==> src/rtl/mux_rr_arbiter_4_pkg.sv <==
// Shared definitions for the 4-way round-robin arbiter.
//   state_e   : arbitration FSM encoding (idle = 1'b0, grant = 1'b1)
//   SEL_A..D  : mux select codes for requesters 0..3
//   rr_pick   : rotating-priority search, returns {found, index}
//   sel2onehot: index to one-hot grant vector
package mux_rr_arbiter_4_pkg;

    typedef enum logic {
        StIdle  = 1'b0,
        StGrant = 1'b1
    } state_e;

    localparam logic [1:0] SEL_A = 2'b00;
    localparam logic [1:0] SEL_B = 2'b01;
    localparam logic [1:0] SEL_C = 2'b10;
    localparam logic [1:0] SEL_D = 2'b11;

    // Searches last+1, last+2, last+3, last+4 (mod 4). The loop runs from the
    // farthest offset down so the nearest requesting index is written last.
    function automatic logic [2:0] rr_pick(input logic [3:0] req, input logic [1:0] last);
        logic [1:0] idx;
        logic [2:0] pick;
        pick = 3'b000;
        for (int i = 4; i >= 1; i--) begin
            idx = last + 2'(i);
            if (req[idx]) begin
                pick = {1'b1, idx};
            end
        end
        return pick;
    endfunction

    function automatic logic [3:0] sel2onehot(input logic [1:0] idx);
        return 4'b0001 << idx;
    endfunction

endpackage

==> src/rtl/mux_rr_arbiter_4_if.sv <==
// Bus between the four requesters / shared resource and the arbiter.
//   req, done, data_a..data_d        : requester/resource side to arbiter
//   gnt, sel, data_out, valid_out,
//   preempt                          : arbiter back to requesters/resource
// master = requester/resource side, slave = arbiter side.
interface mux_rr_arbiter_4_if #(
    parameter int unsigned DATA_LENGTH = 32
);
    logic [3:0]             req;
    logic                   done;
    logic [DATA_LENGTH-1:0] data_a;
    logic [DATA_LENGTH-1:0] data_b;
    logic [DATA_LENGTH-1:0] data_c;
    logic [DATA_LENGTH-1:0] data_d;
    logic [3:0]             gnt;
    logic [1:0]             sel;
    logic [DATA_LENGTH-1:0] data_out;
    logic                   valid_out;
    logic                   preempt;

    modport master (
        output req, done, data_a, data_b, data_c, data_d,
        input  gnt, sel, data_out, valid_out, preempt
    );

    modport slave (
        input  req, done, data_a, data_b, data_c, data_d,
        output gnt, sel, data_out, valid_out, preempt
    );
endinterface

==> src/rtl/Mux_4_1_Param.sv <==
// Parametric 4:1 combinational mux.
//   i_sel              : 2-bit select (00 -> a, 01 -> b, 10 -> c, 11 -> d)
//   i_data_a..i_data_d : DATA_LENGTH-bit sources
//   o_data             : selected source
module Mux_4_1_Param
    import mux_rr_arbiter_4_pkg::*;
#(
    parameter int unsigned DATA_LENGTH = 32
) (
    input  logic [1:0]             i_sel,
    input  logic [DATA_LENGTH-1:0] i_data_a,
    input  logic [DATA_LENGTH-1:0] i_data_b,
    input  logic [DATA_LENGTH-1:0] i_data_c,
    input  logic [DATA_LENGTH-1:0] i_data_d,
    output logic [DATA_LENGTH-1:0] o_data
);

    always_comb begin
        o_data = i_data_a;
        case (i_sel)
            SEL_A:   o_data = i_data_a;
            SEL_B:   o_data = i_data_b;
            SEL_C:   o_data = i_data_c;
            SEL_D:   o_data = i_data_d;
            default: o_data = i_data_a;
        endcase
    end

endmodule

==> src/rtl/mux_rr_arbiter_4.sv <==
// Round-robin arbiter sharing one 4:1 datapath mux between four requesters.
//   clk : rising-edge clock
//   rst : asynchronous active-high reset
//   bus : slave side of mux_rr_arbiter_4_if
//         in : req[3:0], done, data_a..data_d
//         out: gnt[3:0] (one-hot, registered), sel[1:0] (registered),
//              data_out (mux of sel), valid_out (gnt != 0),
//              preempt (one-cycle pulse when the hold limit ends a grant)
// Every grant is followed by at least one idle cycle for resource turnaround.
module mux_rr_arbiter_4
    import mux_rr_arbiter_4_pkg::*;
#(
    parameter int unsigned DATA_LENGTH = 32,
    parameter int unsigned MAX_HOLD    = 8,
    parameter int unsigned CNT_WIDTH   = 8
) (
    input  logic                clk,
    input  logic                rst,
    mux_rr_arbiter_4_if.slave   bus
);

    state_e               r_state;
    logic [3:0]           r_gnt;
    logic [1:0]           r_sel;
    logic [1:0]           r_last;
    logic [CNT_WIDTH-1:0] r_cnt;
    logic                 r_preempt;

    state_e               w_state_d;
    logic [3:0]           w_gnt_d;
    logic [1:0]           w_sel_d;
    logic [1:0]           w_last_d;
    logic [CNT_WIDTH-1:0] w_cnt_d;
    logic                 w_preempt_d;

    logic [2:0]           w_pick;
    logic                 w_req_sel;
    logic                 w_hold_hit;

    assign w_pick     = rr_pick(bus.req, r_last);
    assign w_req_sel  = bus.req[r_sel];
    assign w_hold_hit = (r_cnt == CNT_WIDTH'(MAX_HOLD - 1));

    always_ff @(posedge clk or posedge rst) begin
        if (rst) begin
            r_state   <= StIdle;
            r_gnt     <= 4'b0000;
            r_sel     <= SEL_A;
            r_last    <= SEL_D;     // requester 0 wins the first arbitration
            r_cnt     <= '0;
            r_preempt <= 1'b0;
        end else begin
            r_state   <= w_state_d;
            r_gnt     <= w_gnt_d;
            r_sel     <= w_sel_d;
            r_last    <= w_last_d;
            r_cnt     <= w_cnt_d;
            r_preempt <= w_preempt_d;
        end
    end

    always_comb begin
        w_state_d   = r_state;
        w_gnt_d     = r_gnt;
        w_sel_d     = r_sel;
        w_last_d    = r_last;
        w_cnt_d     = r_cnt;
        w_preempt_d = 1'b0;

        case (r_state)
            StIdle: begin
                w_gnt_d = 4'b0000;
                w_cnt_d = '0;
                if (w_pick[2]) begin
                    w_sel_d   = w_pick[1:0];
                    w_gnt_d   = sel2onehot(w_pick[1:0]);
                    w_state_d = StGrant;
                end
            end
            StGrant: begin
                if (bus.done || !w_req_sel || w_hold_hit) begin
                    w_last_d    = r_sel;
                    w_gnt_d     = 4'b0000;
                    w_cnt_d     = '0;
                    w_state_d   = StIdle;
                    // Only the hold limit can end a grant that is still
                    // requested and not done.
                    w_preempt_d = !bus.done && w_req_sel;
                end else begin
                    w_cnt_d = r_cnt + CNT_WIDTH'(1);
                end
            end
            default: begin
                w_state_d = StIdle;
                w_gnt_d   = 4'b0000;
                w_cnt_d   = '0;
            end
        endcase
    end

    assign bus.gnt       = r_gnt;
    assign bus.sel       = r_sel;
    assign bus.valid_out = |r_gnt;
    assign bus.preempt   = r_preempt;

    Mux_4_1_Param #(
        .DATA_LENGTH(DATA_LENGTH)
    ) u_mux (
        .i_sel    (r_sel),
        .i_data_a (bus.data_a),
        .i_data_b (bus.data_b),
        .i_data_c (bus.data_c),
        .i_data_d (bus.data_d),
        .o_data   (bus.data_out)
    );

endmodule

==> src/flat_wrapper.sv <==
// flat-port wrapper written by rule: the top's interface ports become plain ports
module mux_rr_arbiter_4_flat import mux_rr_arbiter_4_pkg::*;
#(
    parameter int unsigned DATA_LENGTH = 32,
    parameter int unsigned MAX_HOLD    = 8,
    parameter int unsigned CNT_WIDTH   = 8
)
  (clk, rst, bus_req, bus_done, bus_data_a, bus_data_b, bus_data_c, bus_data_d, bus_gnt, bus_sel, bus_data_out, bus_valid_out, bus_preempt);
  mux_rr_arbiter_4_if #(.DATA_LENGTH(DATA_LENGTH)) bus_i ();
  input  logic clk;
  input  logic rst;
  input wire logic [$bits(bus_i.req)-1:0] bus_req;
  input wire logic [$bits(bus_i.done)-1:0] bus_done;
  input wire logic [$bits(bus_i.data_a)-1:0] bus_data_a;
  input wire logic [$bits(bus_i.data_b)-1:0] bus_data_b;
  input wire logic [$bits(bus_i.data_c)-1:0] bus_data_c;
  input wire logic [$bits(bus_i.data_d)-1:0] bus_data_d;
  output wire logic [$bits(bus_i.gnt)-1:0] bus_gnt;
  output wire logic [$bits(bus_i.sel)-1:0] bus_sel;
  output wire logic [$bits(bus_i.data_out)-1:0] bus_data_out;
  output wire logic [$bits(bus_i.valid_out)-1:0] bus_valid_out;
  output wire logic [$bits(bus_i.preempt)-1:0] bus_preempt;
  assign bus_i.req = bus_req;
  assign bus_i.done = bus_done;
  assign bus_i.data_a = bus_data_a;
  assign bus_i.data_b = bus_data_b;
  assign bus_i.data_c = bus_data_c;
  assign bus_i.data_d = bus_data_d;
  assign bus_gnt = bus_i.gnt;
  assign bus_sel = bus_i.sel;
  assign bus_data_out = bus_i.data_out;
  assign bus_valid_out = bus_i.valid_out;
  assign bus_preempt = bus_i.preempt;
  mux_rr_arbiter_4 #(.DATA_LENGTH(DATA_LENGTH), .MAX_HOLD(MAX_HOLD), .CNT_WIDTH(CNT_WIDTH)) u_core (.clk(clk), .rst(rst), .bus(bus_i));
endmodule
==> config.mk <==
export PLATFORM = sky130hd
export DESIGN_NAME = mux_rr_arbiter_4_flat
export DESIGN_NICKNAME = d
export VERILOG_FILES = /design/src/rtl/mux_rr_arbiter_4_pkg.sv /design/src/rtl/mux_rr_arbiter_4_if.sv /design/src/rtl/Mux_4_1_Param.sv /design/src/rtl/mux_rr_arbiter_4.sv /design/src/flat_wrapper.sv
export SDC_FILE = /design/constraint.sdc
export NUM_CORES = 1
export LEC_CHECK = 0
export CAP_MARGIN = 20
export CORE_MARGIN = 2
export CORE_UTILIZATION = 26
export DETAILED_ROUTE_END_ITERATION = 8
export PLACE_DENSITY = 0.76
export SLEW_MARGIN = 20
export SYNTH_ARGS = -nofsm -noshare
export SYNTH_HDL_FRONTEND = slang
export SYNTH_SLANG_ARGS = --single-unit
==> constraint.sdc <==
create_clock -name clk -period 1.9 [get_ports clk]
set_input_delay 0.285 -clock clk [delete_from_list [all_inputs] [get_ports clk]]
set_output_delay 0.285 -clock clk [all_outputs]
set_load 0.005 [all_outputs]
# After elaboration in Yosys (flattened, before gate mapping)
# Index checks and enable logic that the tools add are counted.
dict set report totals {
  regBits 18
  inputBits 135
}
dict set report classes {
  n_addsub 4
  order_cmp 5
  n_eq_ne 5
  n_shift 1
  n_mux 25
  n_bitwise 1
  reduce_logical 9
}
# op count
set op_table {}
lappend op_table {{$pmux W32 S4} 1}
lappend op_table {{$pmux W8 S2} 1}
lappend op_table {{$lt A2 B3 Y1 const B} 5}
lappend op_table {{$mux W3} 4}
lappend op_table {{$bmux W1 S2} 5}
lappend op_table {{$mux W1} 9}
lappend op_table {{$add A8 B1 Y8 const B} 1}
lappend op_table {{$eq A8 B3 Y1 const B} 1}
lappend op_table {{$mux W4} 2}
lappend op_table {{$mux W8} 1}
lappend op_table {{$pmux W4 S2} 1}
lappend op_table {{$add A2 B2 Y2 const B} 2}
lappend op_table {{$eq A2 B2 Y1 const B} 2}
lappend op_table {{$reduce_and A2 Y1} 2}
lappend op_table {{$reduce_or A4 Y1} 1}
lappend op_table {{$shl A1 B2 Y4 const A} 1}
lappend op_table {{$add A2 B1 Y2 const B} 1}
lappend op_table {{$eq A2 B1 Y1 const B} 1}
lappend op_table {{$logic_not A1 Y1} 2}
lappend op_table {{$logic_not A2 Y1} 1}
lappend op_table {{$logic_or A1 B1 Y1} 2}
lappend op_table {{$ne A2 B2 Y1 const B} 1}
lappend op_table {{$pmux W1 S2} 1}
lappend op_table {{$logic_and A1 B1 Y1} 1}
lappend op_table {{$not A1 Y1} 1}

# Logic depth before layout (Yosys ltp)
dict set report logic_depth {
  depth_word 9
  depth_mapped 6
  ltp_nobuf 5
}

# Hierarchy
# Synthesis repeated with hierarchy kept, for this count alone.
dict set report unflattened {
  cells_unflattened 119
  area_unflattened_um2 1684.1
}
# module instances cells_per_inst area_per_inst_um2 seq_area_each_um2
set modules_own_cells {}
lappend modules_own_cells {mux_rr_arbiter_4 1 80 869.6 452.9}
lappend modules_own_cells {Mux_4_1_Param 1 39 814.5 0.0}

# Worst setup path after synthesis
# No wires, ideal clock.
dict set report synth_timing {
  path_kind {register to output}
  from {reg u_core.r_sel[0], in the netlist u_core.bus.sel[0]}
  to {out bus_data_out[0]}
  arrival_time_ns 1.625
  setup_slack_ns -0.010
  path_stages_with_launch 4
  n_path_buf 2
  path_cell_list {dfrtp_1 -> clkbuf_1 -> buf_2 -> mux4_2}
}
dict set report synth_between {
  elab_chain_cells 2
}
# element line_no
set synth_rtl {}
lappend synth_rtl {{start: declaration} mux_rr_arbiter_4.sv:24} ;# logic [1:0] r_sel;
lappend synth_rtl {{start signal: assignment} mux_rr_arbiter_4.sv:55} ;# r_sel <= w_sel_d;
lappend synth_rtl {{$eq A2 B2 Y1 (tied with other cells)} Mux_4_1_Param.sv:20} ;# case (i_sel)
lappend synth_rtl {{$pmux W32 S4 (*)} Mux_4_1_Param.sv:20}
lappend synth_rtl {{end: declaration} flat_wrapper.sv:20} ;# output wire logic [$bits(bus_i.data_out)-1:0] bus_data_out;
# Mark *: on every way between the ends. The rest lies on a longest branch, timed or not.

# Worst setup path in the final report
dict set report layout_timing {
  from {reg u_core.r_sel[0], in the netlist u_core.bus.sel[0]}
  to {out bus_data_out[20]}
}
# Same word-level chain as after synthesis.

==> results.rst <==
.. list-table::
   :header-rows: 1

   * - Metric
     - Value
   * - Deepest level of the CTS H-tree
     - 1
   * - Number of hold violations in the final report
     - 0
   * - Count of clock tree sinks
     - 18
   * - First-pass GRT wire length
     - 11,860 um
   * - Placer Congestion
     - 0.8982
   * - Net Sw Frac
     - 33.31%
   * - # hold bufs at CTS
     - 0
   * - Longest Clk Path Bufs
     - 2
   * - Flip-flop and latch count after synthesis
     - 18
   * - Worst setup EP type
     - primary output
   * - Class of the most critical hold timing path
     - primary input to async pin
   * - Leading cell type in the layout, fill and taps excluded
     - clkdlybuf4s50_1
   * - Count of nets after finishing
     - 450
   * - Peak VDD IR
     - 0.0008739 V
   * - Result of the run
     - finished, final reports clean
   * - Number of setup violations in the final report
     - 0
   * - # diodes
     - 0
   * - Total power draw
     - 0.003847 W
   * - Transition time at the pin with the least slew margin
     - 581.7 ps
   * - Main area contributors after synthesis
     - mux4_2 (44%), dfrtp_1 (25%), dfstp_2 (3.2%)
   * - Share of post-route cells with drive strength above 1
     - 33.23%
   * - Number of placed I/O pins
     - 175
   * - Inserted Clock Buffers
     - 3
   * - Worst Path Class, Setup
     - register to primary output
   * - Core area
     - 0.005991 mm2
   * - Worst setup slack before clock tree synthesis
     - -48.08 ps
   * - Reg clk slew, reported paths
     - 70 ps
   * - Area added between synthesis and finish
     - 125.3%
   * - Die Footprint
     - 0.006930 mm2
   * - Number of synthesis warnings
     - 0
   * - Share of power burned in registers
     - 15.7%
   * - Per-instance average area after synthesis
     - 13.27 um2
   * - Reported net switching power
     - 0.001281 W
   * - Worst clock skew on the final layout
     - 2.386 ps
   * - Post-synth EDFFs
     - 0
   * - Remaining global-route overflow
     - 0
   * - Final instance area
     - 0.003679 mm2
   * - Root cell of the clock tree
     - clkbuf_8
   * - Data required time at the worst endpoint
     - 1620 ps
   * - Maximum capacitance violations
     - 0
   * - Row count
     - 28
   * - IO buf count
     - 174
   * - Internal Power
     - 0.002565 W
   * - Number of instances in the synthesized netlist
     - 123
   * - Unrepaired setup endpoints after global routing
     - yes
   * - X dimension of the die
     - 83.25 um
   * - Skew-Pair Late Insertion Delay
     - 250 ps
   * - Sum Neg Setup Slack
     - 0 ps
   * - Post-detailed-route DRC marker count
     - 0
   * - Die height
     - 83.25 um
   * - Worst Path Max Fanout
     - 6
   * - Normalized max-slew margin
     - 60.73%
   * - Synth Flop Type
     - dfrtp_1
   * - Via count of the routed design
     - 1,941
   * - Share of the clock period used by the worst path
     - 99.74%
   * - Mean number of vias per cell
     - 5.003
   * - Routed wire length
     - 7616 um
   * - Commonest cells after routing, fill and taps aside
     - clkdlybuf4s50_1 (140), mux4_2 (32), buf_2 (17), dfrtp_1 (15), nor2_1 (14)
   * - Drt wl/cell
     - 19.63 um
   * - Final ANT Viol Nets
     - 0
   * - Area after DPL
     - 0.003585 mm2
   * - Static Leak
     - 1.464 nW
   * - Clock tree from TritonCTS
     - yes
   * - Part of the power in combinational logic
     - 76.3%
   * - Number of global-route vias before repair
     - 2,135
   * - Global router's overall resource usage
     - 21.71%
   * - Sequential-to-total area share from yosys stat
     - 27.74%
   * - Post-route setup slack
     - 4.881 ps
   * - Critical path data arrival time
     - 1610 ps
   * - Fraction of registers with async set/reset
     - 100.0%
   * - Maximum number of pins on one net before global-route repair
     - 21
   * - Min cycle time layout
     - 1895 ps
   * - Starting density of the core
     - 27.26%
   * - Syn nets
     - 259
   * - Number of design-rule violations left by the first detailed-router iteration
     - 68
   * - Biggest area consumer among synthesized cells
     - mux4_2
   * - Filler cell count
     - 494
   * - First-pass iteration count of the detailed router
     - 4
   * - Power share of the clock group
     - 7.9%
   * - Antenna violations before repair
     - 0
   * - Post-synthesis instance area
     - 0.001633 mm2
   * - Highest Clock Rate
     - 0.5277 GHz
   * - Pins over their slew limit
     - 0
   * - Distinct cells, synth
     - 34
   * - Power density relative to cell area
     - 1046 mW/mm2
   * - Launching element type of the critical path
     - register
   * - Yosys top cell area share
     - 44.14%
   * - Half-perimeter wire length after detailed placement
     - 6186 um
## power groups by stage
stage	Combinational, W	Clock, W	Sequential [W]
floorplan	0.00133	0	0.000569
global placement	0.00288	0	0.000610
detailed placement	0.00290	0	0.000614
CTS	0.00297	0.000313	0.000598
global route	0.00314	0.000334	0.000622
finish	0.00294	0.000305	0.000605
## critical path: stages (launching register included)
cell and delay (ps):
dfrtp_2 400, buf_4 140, buf_16 120, mux4_2 480, clkdlybuf4s15_1 210
## timing repair
item,in CTS,in global routing
endpoints found under the hold margin,0,0
gates cloned,2,0
pin swaps,2,2
setup buffers,7,1
resized for setup,120,26
endpoints found under the setup margin,35,41
## per-layer routing
metal / vias to the layer above / track usage (%) / share of wire (%) / wire (um)
li1: 881 / - / - / -
met4: 0 / 6.557 / 2.5 / 194
met5: - / 0 / 0 / 0
met2: 92 / 39.22 / 52 / 3953
met1: 952 / 25.73 / 39 / 2982
met3: 16 / 4.573 / 6.4 / 486
## flip-flops by register name (all words and copies together) (netlist names)
name                cells
u_core.bus.preempt      1
u_core.r_last           2
u_core.r_cnt            8
u_core.bus.sel          2
u_core.r_state          1
u_core.bus.gnt          4
## metrics by stage
stage	hold WS [ps]	cells	utilization [%]
floorplan	222.1	123	-
global placement	468.0	376	59.84
detailed placement	478.6	376	59.84
CTS	310.1	389	61.70
global route	336.8	388	61.40
finish	304.7	388	61.40
## area by class of cell
cell class | count | area (um2) | share of cell area (%)
timing repair buffer | 195 | 1873 | 50.92
multi-input combinational | 94 | 1195 | 32.48
sequential | 18 | 454.2 | 12.35
tap | 75 | 93.84 | 2.551
clock buffer | 4 | 55.05 | 1.497
inverter | 2 | 7.507 | 0.2041
## synthesized netlist by cell type (all sizes together), types with 4 or more instances
cell	instances
mux4	32
dfrtp	16
nor2	14
clkbuf	5
buf	4
nand3	4
o21ai	4
o2bb2ai	4
xnor2	4
## logic make-up after synthesis
kind of cell | after synthesis | synth area share (%)
flip-flops | 18 | 27.74
adder cells (fa/ha/maj) | 1 | 0.7662
AND/OR/NAND/NOR | 35 | 11.49
XOR/XNOR | 6 | 3.218
AO/OA/AOI/OAI | 16 | 6.820
buffers and inverters | 11 | 3.218
multiplexers | 36 | 46.74
## final timing paths
kind,to,cells after the start,start,slack [ps]
max in group asynchronous,u_core.bus.preempt,3,rst,1140
max,bus_data_out[20],4,u_core.bus.sel[0],5
min,u_core.bus.sel[0],2,rst,300
min in group clk,u_core.r_cnt[0],1,u_core.r_cnt[0],490
min reg2reg,u_core.r_cnt[0],1,u_core.r_cnt[0],490
max reg2reg,u_core.r_last[0],4,u_core.r_cnt[4],30
(Power assumes the default switching activity.)
